## src/rtl/register_scoreboard_pkg.sv

```systemverilog
// Shared types and defaults for the register scoreboard: register ID type,
// register-file sizing constants and the drain FSM state encoding.
package register_scoreboard_pkg;

    localparam int REG_NUM_REGS = 16;
    localparam int REG_ID_W     = 4;
    typedef logic [REG_ID_W-1:0] RegisterID;

    localparam int SB_MAX_PENDING = 3;
    localparam int SB_STALL_W     = 16;

    typedef enum logic [1:0] {
        SB_RUN,
        SB_DRAIN,
        SB_DONE
    } scoreboard_state_t;

    // Counter width able to hold 0..max_pending inclusive.
    function automatic int sb_cnt_w(input int max_pending);
        return $clog2(max_pending + 1);
    endfunction

endpackage

```

## src/rtl/register_scoreboard_counter.sv

```systemverilog
// One per-register pending-write counter: increment on issue, decrement on
// writeback, clamped to [0, MAX_PENDING], with an underflow indication.
module sb_counter
    import register_scoreboard_pkg::*;
#(
    parameter int MAX_PENDING = SB_MAX_PENDING,
    parameter int CNT_W       = sb_cnt_w(SB_MAX_PENDING)
) (
    input  logic             clk,
    input  logic             reset,
    input  logic             inc,
    input  logic             dec,
    output logic [CNT_W-1:0] count_q,
    output logic [CNT_W-1:0] count_d,
    output logic             underflow
);

    localparam logic [CNT_W-1:0] MAX_CNT = CNT_W'(MAX_PENDING);

    always_comb begin
        count_d   = count_q;
        underflow = dec && (count_q == '0);
        // A simultaneous issue and retire on the same register cancel out.
        if (inc && !dec && (count_q != MAX_CNT)) begin
            count_d = count_q + CNT_W'(1);
        end else if (dec && !inc && (count_q != '0)) begin
            count_d = count_q - CNT_W'(1);
        end
    end

    always_ff @(posedge clk or posedge reset) begin
        if (reset) begin
            count_q <= '0;
        end else begin
            count_q <= count_d;
        end
    end

endmodule

```

## src/rtl/register_scoreboard.sv

```systemverilog
// Hazard controller between decode and the register file: tracks in-flight
// writes per register, gates issue on RAW / WAW-overflow, and handles drain.
module register_scoreboard
    import register_scoreboard_pkg::*;
#(
    parameter int NUM_REGS    = REG_NUM_REGS,
    parameter int REG_ID_W    = register_scoreboard_pkg::REG_ID_W,
    parameter int MAX_PENDING = SB_MAX_PENDING,
    parameter int STALL_W     = SB_STALL_W
) (
    input  logic                clk,
    input  logic                reset,
    input  logic                issue_valid,
    output logic                issue_ready,
    input  logic                src0_valid,
    input  logic [REG_ID_W-1:0] src0_id,
    input  logic                src1_valid,
    input  logic [REG_ID_W-1:0] src1_id,
    input  logic                dst_valid,
    input  logic [REG_ID_W-1:0] dst_id,
    input  logic                wb_valid,
    input  logic [REG_ID_W-1:0] wb_id,
    input  logic                drain_req,
    output logic                drain_done,
    output logic [NUM_REGS-1:0] busy_mask,
    output logic [STALL_W-1:0]  stall_cycles,
    output logic                sb_error
);

    localparam int CNT_W    = sb_cnt_w(MAX_PENDING);
    localparam int ID_SPACE = 2 ** REG_ID_W;
    localparam logic [CNT_W-1:0] MAX_CNT = CNT_W'(MAX_PENDING);

    logic [CNT_W-1:0]    cnt_q [ID_SPACE];
    logic [CNT_W-1:0]    cnt_d [ID_SPACE];
    logic [ID_SPACE-1:0] id_legal;
    logic [ID_SPACE-1:0] under_vec;

    scoreboard_state_t state_q, state_d;
    logic [NUM_REGS-1:0] busy_mask_q, busy_mask_d;
    logic                drain_done_q, drain_done_d;
    logic [STALL_W-1:0]  stall_q, stall_d;
    logic                sb_error_q, sb_error_d;

    logic src0_ok, src1_ok, dst_ok, wb_ok;
    logic hazard, fire, inc_en, dec_en, all_zero_d, bad_id;

    // The ID space is padded to a power of two so that any ID indexes safely;
    // slots beyond NUM_REGS read as empty and are flagged as illegal.
    generate
        for (genvar gi = 0; gi < ID_SPACE; gi++) begin : g_slot
            if (gi < NUM_REGS) begin : g_reg
                logic inc_i, dec_i;
                assign id_legal[gi] = 1'b1;
                assign inc_i = inc_en && (dst_id == REG_ID_W'(gi));
                assign dec_i = dec_en && (wb_id == REG_ID_W'(gi));
                sb_counter #(
                    .MAX_PENDING (MAX_PENDING),
                    .CNT_W       (CNT_W)
                ) u_cnt (
                    .clk       (clk),
                    .reset     (reset),
                    .inc       (inc_i),
                    .dec       (dec_i),
                    .count_q   (cnt_q[gi]),
                    .count_d   (cnt_d[gi]),
                    .underflow (under_vec[gi])
                );
            end else begin : g_pad
                assign id_legal[gi]  = 1'b0;
                assign cnt_q[gi]     = '0;
                assign cnt_d[gi]     = '0;
                assign under_vec[gi] = 1'b0;
            end
        end
    endgenerate

    assign src0_ok = id_legal[src0_id];
    assign src1_ok = id_legal[src1_id];
    assign dst_ok  = id_legal[dst_id];
    assign wb_ok   = id_legal[wb_id];

    // No writeback bypass: hazards look only at the registered counters.
    assign hazard = (src0_valid && src0_ok && (cnt_q[src0_id] != '0))
                  | (src1_valid && src1_ok && (cnt_q[src1_id] != '0))
                  | (dst_valid  && dst_ok  && (cnt_q[dst_id] == MAX_CNT));

    assign issue_ready = (state_q == SB_RUN) && !hazard;
    assign fire        = issue_valid && issue_ready;
    assign inc_en      = fire && dst_valid && dst_ok;
    assign dec_en      = wb_valid && wb_ok;

    assign bad_id = (wb_valid && !wb_ok)
                  | (issue_valid && ((src0_valid && !src0_ok)
                                   | (src1_valid && !src1_ok)
                                   | (dst_valid  && !dst_ok)));

    always_comb begin
        all_zero_d  = 1'b1;
        busy_mask_d = '0;
        for (int i = 0; i < NUM_REGS; i++) begin
            busy_mask_d[i] = (cnt_d[i] != '0);
            if (cnt_d[i] != '0) begin
                all_zero_d = 1'b0;
            end
        end
    end

    always_comb begin
        state_d = state_q;
        case (state_q)
            SB_RUN:   if (drain_req) state_d = SB_DRAIN;
            SB_DRAIN: begin
                if (!drain_req) begin
                    state_d = SB_RUN;
                end else if (all_zero_d) begin
                    state_d = SB_DONE;
                end
            end
            SB_DONE:  if (!drain_req) state_d = SB_RUN;
            default:  state_d = SB_RUN;
        endcase
    end

    always_comb begin
        drain_done_d = (state_d == SB_DONE);
        sb_error_d   = sb_error_q || bad_id || (|under_vec);
        stall_d      = stall_q;
        if ((state_q == SB_RUN) && issue_valid && !issue_ready && (stall_q != '1)) begin
            stall_d = stall_q + STALL_W'(1);
        end
    end

    always_ff @(posedge clk or posedge reset) begin
        if (reset) begin
            state_q      <= SB_RUN;
            busy_mask_q  <= '0;
            drain_done_q <= 1'b0;
            stall_q      <= '0;
            sb_error_q   <= 1'b0;
        end else begin
            state_q      <= state_d;
            busy_mask_q  <= busy_mask_d;
            drain_done_q <= drain_done_d;
            stall_q      <= stall_d;
            sb_error_q   <= sb_error_d;
        end
    end

    assign busy_mask    = busy_mask_q;
    assign drain_done   = drain_done_q;
    assign stall_cycles = stall_q;
    assign sb_error     = sb_error_q;

endmodule

```

## config.mk

```make
export PLATFORM = sky130hd
export DESIGN_NAME = register_scoreboard
export DESIGN_NICKNAME = d
export VERILOG_FILES = /design/src/rtl/register_scoreboard_pkg.sv /design/src/rtl/register_scoreboard_counter.sv /design/src/rtl/register_scoreboard.sv
export SDC_FILE = /design/constraint.sdc
export NUM_CORES = 1
export LEC_CHECK = 0
export CAP_MARGIN = 20
export CORE_MARGIN = 2
export CORE_UTILIZATION = 36
export CTS_CLUSTER_SIZE = 40
export DETAILED_ROUTE_END_ITERATION = 10
export HOLD_SLACK_MARGIN = 0.03
export PLACE_DENSITY = 0.62
export SYNTH_ARGS = -nofsm -noshare
export SYNTH_HDL_FRONTEND = slang
export SYNTH_SLANG_ARGS = --single-unit
```

## constraint.sdc

```tcl
create_clock -name clk -period 3.4 [get_ports clk]
set_input_delay 0.34 -clock clk [delete_from_list [all_inputs] [get_ports clk]]
set_output_delay 0.34 -clock clk [all_outputs]
set_load 0.03 [all_outputs]
```

* Word level (Yosys, flattened, before mapping)
Memory sizes are Yosys's and may differ from the RTL's.
Index checks and enable logic that the tools add are counted.
W data, S select, Z words.
** Word-level totals
- Bits in latches :: 0
- Memory bits (read-only) :: 64
- Memories kept :: 4
- Register bits :: 68
- Bits in writable memories :: 0
- Bits of input ports :: 24
** Cells by class
- Muxes and demuxes :: 66
- Multipliers :: 0
- Div/mod/pow operators :: 0
- $add $sub $neg :: 33
- Reduce and logical (&&, ||, !) cells :: 225
- Equality and inequality tests :: 51
- Bitwise operators :: 8
- Magnitude comparators :: 7
- Shift-type cells :: 0
** Memories
- (name not given) :: depth 16, bits a word 1, read ports 1, clocked after memory_dff 0, wr ports 0, line register_scoreboard.sv:81 : assign wb_ok = id_legal[wb_id];
- (name not given) :: depth 16, bits a word 1, read ports 1, clocked after memory_dff 0, wr ports 0, line register_scoreboard.sv:80 : assign dst_ok = id_legal[dst_id];
- (name not given) :: depth 16, bits a word 1, read ports 1, clocked after memory_dff 0, wr ports 0, line register_scoreboard.sv:79 : assign src1_ok = id_legal[src1_id];
- (name not given) :: depth 16, bits a word 1, read ports 1, clocked after memory_dff 0, wr ports 0, line register_scoreboard.sv:78 : assign src0_ok = id_legal[src0_id];
** Operator list (number)
- $logic_and A1 B1 Y1 :: 131
- $mux W2 :: 42
- $reduce_bool A2 Y1 :: 34
- $eq A4 B4 Y1 const B :: 16
- $logic_not A1 Y1 :: 38
- $logic_not A2 Y1 :: 17
- $add A2 B1 Y2 const B :: 16
- $eq A4 B3 Y1 const B :: 8
- $ne A2 B2 Y1 const B :: 16
- $sub A2 B1 Y2 const B :: 16
- $bmux W2 S4 :: 3
- $lt A4 B5 Y1 const B :: 4
- $mux W1 :: 20
- $add A16 B1 Y16 const B :: 1
- $eq A4 B2 Y1 const B :: 4
- $ne A16 B16 Y1 const B :: 1
- $reduce_or A16 Y1 :: 1
- $ge A5 B5 Y1 const B :: 3
- $not A4 Y5 :: 3
- $eq A4 B1 Y1 const B :: 2
- $logic_not A4 Y1 :: 2
- $eq A2 B2 Y1 const B :: 3
- $pmux W2 S3 :: 1
- $or A1 B1 Y1 :: 5
- other kinds (2) :: 3

* Longest topological paths before layout
- Depth in word-level cells :: 40
- Gate-level depth with buffers :: 13
- Depth with buffers taken out :: 10

* By module
A second synthesis with hierarchy kept.
** Unflattened totals
- Cell total of the unflattened synthesis :: 577
- Area total of the unflattened synthesis :: 5016.1 um^2
** By module, submodules not included
- sb_counter :: times used 16, area each 162.7 um^2, cells an instance 20, seq. area each 50.0 um^2
- register_scoreboard :: times used 1, area each 2413.6 um^2, cells an instance 257, seq. area each 900.9 um^2

* Least setup slack after synthesis
OpenSTA, ideal clock, no wires.
- Kind :: register -> register
- Start :: reg g_slot[4].g_reg.u_cnt.count_q[1]
- End :: reg state_q[0]
- Slack :: 0.321 ns
- Stages on the path, launching flop included :: 12
- Data arrival time :: 2.959 ns
- Clock period less this slack :: 3.079 ns
- Cell sequence :: dfrtp_1 or2_1 mux4_2 nor3_2 a2111oi_4 buf_6 nor4_2 mux2i_1 a31oi_1 nor4_1 nand4_1 and3b_1
** RTL lines
- from (decl) :: line register_scoreboard_counter.sv:13 : output logic [CNT_W-1:0] count_q,
- from (signal assigned) :: line register_scoreboard_counter.sv:35 : count_q <= count_d;
- $bmux W2 S4 (on tied branches) :: line register_scoreboard.sv:84, register_scoreboard.sv:85
- $mux W2 (on tied branches) (2 in series) :: line register_scoreboard.sv:84, register_scoreboard.sv:85
- $reduce_bool A2 Y1 (on tied branches) :: line register_scoreboard.sv:84, register_scoreboard.sv:85
- $logic_and A1 B1 Y1 (on tied branches) :: line register_scoreboard.sv:84, register_scoreboard.sv:85
- $or A1 B1 Y1 :: line register_scoreboard.sv:85 : | (src1_valid && src1_ok && (cnt_q[src1_id] != '0))
- $or A1 B1 Y1 (*) :: line register_scoreboard.sv:86 : | (dst_valid && dst_ok && (cnt_q[dst_id] == MAX_CNT));
- $logic_not A1 Y1 (*) :: line register_scoreboard.sv:88 : assign issue_ready = (state_q == SB_RUN) && !hazard;
- $logic_and A1 B1 Y1 (*) :: line register_scoreboard.sv:88
- [... 8 more ...]
- $mux W2 (*) :: line register_scoreboard_counter.sv:24 : if (inc && !dec && (count_q != MAX_CNT)) begin
- $reduce_bool A2 Y1 (*)
- via busy_mask_d[8] :: line register_scoreboard.sv:40 : logic [NUM_REGS-1:0] busy_mask_q, busy_mask_d;
- $mux W1 (*) (8 in series) :: line register_scoreboard.sv:103 : if (cnt_d[i] != '0) begin
- $mux W2 (*) :: line register_scoreboard.sv:116 : end else if (all_zero_d) begin
- $mux W2 (*) :: line register_scoreboard.sv:114 : if (!drain_req) begin
- $pmux W2 S3 (*) :: line register_scoreboard.sv:111 : case (state_q)
- via state_d[0] :: line register_scoreboard.sv:39 : scoreboard_state_t state_q, state_d;
- to (signal assigned) :: line register_scoreboard.sv:142 : state_q <= state_d;
- to (decl) :: line register_scoreboard.sv:39
The timed path passes the listed nets; every way through them passes the cells marked *. The select of a mux whose other input is x is not followed.
A chain may end at the register's enable or synchronous reset.

* Worst setup path in the final report
- Start :: reg g_slot[4].g_reg.u_cnt.count_q[1]
- End :: reg drain_done_q, in the netlist drain_done
** On the way
- Longest elaborated chain between the ends :: 39
** Ends and longest elaborated chain
- $bmux W2 S4 (on tied branches) :: line register_scoreboard.sv:84, register_scoreboard.sv:85
- $mux W2 (on tied branches) (2 in series) :: line register_scoreboard.sv:84, register_scoreboard.sv:85
- $reduce_bool A2 Y1 (on tied branches) :: line register_scoreboard.sv:84, register_scoreboard.sv:85
- $logic_and A1 B1 Y1 (on tied branches) :: line register_scoreboard.sv:84, register_scoreboard.sv:85
- $or A1 B1 Y1 :: line register_scoreboard.sv:85
- $or A1 B1 Y1 :: line register_scoreboard.sv:86
- $logic_not A1 Y1 :: line register_scoreboard.sv:88
- $logic_and A1 B1 Y1 :: line register_scoreboard.sv:88
- [... 9 more ...]
- $reduce_bool A2 Y1 :: line register_scoreboard.sv:103
- $mux W1 (15 in series) :: line register_scoreboard.sv:103
- $mux W1 (*) :: line register_scoreboard.sv:103
- $mux W2 (*) :: line register_scoreboard.sv:116
- $mux W2 (*) :: line register_scoreboard.sv:114
- $pmux W2 S3 (*) :: line register_scoreboard.sv:111
- $eq A2 B2 Y1 (*) :: line register_scoreboard.sv:126 : drain_done_d = (state_d == SB_DONE);
- via drain_done_d :: line register_scoreboard.sv:41 : logic drain_done_q, drain_done_d;
- to (signal assigned) :: line register_scoreboard.sv:144 : drain_done_q <= drain_done_d;
- to (decl) :: line register_scoreboard.sv:41
Marks and branches as above.

==> flow_metrics.tcl <==
set metrics [dict create \
    fin_util_pct 52.6 \
    synthCells 638 \
    cp-end-kind "flip-flop" \
    maxSlewViolCount 0 \
    rr_endpoint "drain_done" \
    grt_max_degree 29 \
    async_flop_share_pct 100 \
    finClkSkew_ns 0.0144 \
    synth_ff_type "dfrtp_1" \
    antenna_cells 0 \
    critPathLaunchType "flip-flop" \
    critPathMaxFanout 6 \
    nets 903 \
    row_count 45 \
    synth_warnings 0 \
    muxShareOfSynthArea_pct 7.79 \
    grt-ovfl-total 0 \
    final_common_cell "buf_4" \
    die_h_um 128 \
    gp_congestion 1.01 \
    finalCritPeriodShare_pct 98.4 \
    worstMarginPinSlew_ns 0.638 \
    worstSetupPathType "flip-flop to flip-flop" \
    status "completed" \
    worstRegToRegCells 11 \
    rr_startpoint "g_slot[4].g_reg.u_cnt.count_q[1]" \
    synth_top_family_by_area "simple AND/OR/NAND/NOR gates" \
    cts_num_sinks 68 \
    synthXorXnorAreaFrac_pct 4.90 \
    wl_per_cell_um 21.3 \
    yosysSeqAreaShare_pct 30.7 \
    slew-limit-headroom_pct 57.1 \
    period_minus_slack_ns 3.34 \
    fill_cells 1376 \
    cts_buffer_depth 2 \
    synth-simple-area-share_pct 30.0 \
    die_w_um 128 \
    antenna_found_initial 0 \
    worstSkewPairLatency_ns 0.35 \
    drc 0 \
    clock.fmax_ghz 0.299 \
    antenna_left 0 \
    dp_cells 1020 \
    syn-num-nets 695 \
    preCtsSetupSlack_ns -0.401 \
    drt_wl_total_mm 22.1 \
    synth_compound_area_share_pct 14.0 \
    syn-cell-area_um2 5540 \
    min_path_type "input port to asynchronous set/reset pin" \
    final.setup.worst_slack_ns 0.0557 \
    layout-drive-gt1-share_pct 28.6 \
    hold_ws_ns 0.375 \
    stdcell_count 1039 \
    num_io_pins 59 \
    syn_avg_cell_area_um2 8.69 \
    grt_usage_pct 27.3 \
    port_buffers 58 \
    cts_tree "done" \
    syn_to_final_growth_pct 43.8 \
    coreArea_um2 15100 \
    rsz0062_at_grt "yes" \
    hold_viol_final 0 \
    dp_hpwl_mm 17.8 \
    start_util_pct 36.6 \
    leakage_nw 3.39 \
    synthDistinctLibCells 73 \
    htree_levels 3 \
    drtIter0Drc 604 \
    cts-root-buf "clkbuf_16" \
    final_cell_mix "153 x buf_4, 66 x dfrtp_1, 63 x nor2_1, 53 x clkdlybuf4s50_1, 52 x nand2_1" \
    cp.required_ns 3.67 \
    die-area_um2 16400 \
    rrSetupSlack_ns 0.06 \
    drv_cap 0 \
    yosys.area_share.adder_pct 7.45 \
    cts_buffers 9 \
    clkSlewWorstSetupHoldPaths_ns 0.06 \
    cellPowerDensity_nw_per_um2 678 \
    synth_edf_count 0 \
    irDropWorstVdd_mv 0.324 \
    drt_pass1_iterations 6 \
    route.vias.total 6075 \
    vias_per_cell 5.85 \
    grt_pass1_vias 6085 \
    synth_seq_cells 68 \
    cp_data_arrival_time_ns 3.61 \
    grt_pass1_wl_mm 33.6 \
    setup_viol 0 \
]
[per-layer routing]
layer | GRT usage (%) | routed length (um) | up-vias
li1 | - | - | 2774
met1 | 34.7 | 9150 | 2991
met2 | 44.5 | 10400 | 261
met3 | 5.26 | 1610 | 49
met4 | 13.8 | 915 | 0
met5 | 0 | 0 | -
[flip-flops by register name, indices dropped and copies added (netlist names)]
signal and cells:
drain_done 1, sb_error 1, g_slot.g_reg.u_cnt.count_q 32, busy_mask 16, stall_cycles 16, state_q 2
[area by class of cell]
type	instances	area, um2	area share, %
multi-input combinational	509	3740	46.9
timing repair buffer	217	1830	22.9
sequential	68	1700	21.4
clock buffer	10	239	3.00
tap	188	235	2.95
inverter	41	154	1.93
clock inverter	6	71.3	0.895
[worst max-delay path by stage]
stage,startpoint,endpoint
3_3_place_gp,dst_id[0],state_q[0]
4_1_cts,dst_id[0],drain_done
3_5_place_dp,dst_id[1],state_q[0]
5_1_grt,g_slot[4].g_reg.u_cnt.count_q[1],drain_done
6_report,g_slot[4].g_reg.u_cnt.count_q[1],drain_done
2_1_floorplan,g_slot[4].g_reg.u_cnt.count_q[1],state_q[0]
[synth_stat cells, types with 10 or more instances]
master	number	area [um2]
a21oi_1	11	55.1
a31oi_1	11	68.8
clkbuf_1	11	41.3
dfrtp_1	68	1700
ha_1	33	413
inv_1	41	154
mux2i_1	15	150
mux4_2	10	225
nand2_1	53	199
nand2b_1	12	75.1
nand3_1	37	185
nand4_1	14	87.6
nor2_1	64	240
nor3_1	30	150
nor4_1	21	131
o21ai_0	26	130
or4_1	10	75.1
xnor2_1	25	219
[report_power, final]
part | internal (W) | switching, W
Combinational | 0.00136 | 0.00174
Sequential | 0.00108 | 0.000229
Clock | 0.000593 | 0.000404
Total | 0.00303 | 0.00237
[stage by stage]
step | instance area (um2) | total power [W] | setup TNS (ns)
2_1_floorplan | 5540 | 0.00285 | 0
3_3_place_gp | 7440 | 0.00417 | -2.50
3_5_place_dp | 7440 | 0.00425 | -2.83
4_1_cts | 7790 | 0.00529 | 0
5_1_grt | 7970 | 0.00570 | -0.114
6_report | 7970 | 0.00540 | 0
[logic make-up (layout without fill, tap and decap cells)]
group                      Yosys count  in the layout
AOI/OAI and AO/OA                  107            108
xor gates and xnor gates            31             31
adders and majority gates           33             33
buffers and inverters               62            274
DFF                                 68             68
muxes                               30             30
and+or+nand+nor                    307            307
[worst max-delay path: stages (launching register included)]
cell and delay [ns]:
dfrtp_1 0.38, or2_4 0.29, mux4_2 0.52, o22ai_4 0.24, nor3_4 0.11, buf_4 0.18, nor4_4 0.31, nand3_2 0.17
a2111o_1 0.43, nor4_4 0.26, nand4_1 0.18, a21boi_1 0.18
[what timing repair did]
action | in CTS | in global routing
resized for setup | 7 | 34
pin swaps | 1 | 5
hold buffers | 0 | 0
gates cloned | 0 | 2
setup buffers | 0 | 1
setup endpoints to repair | 3 | 4
Power figures use the tool's default switching activity.
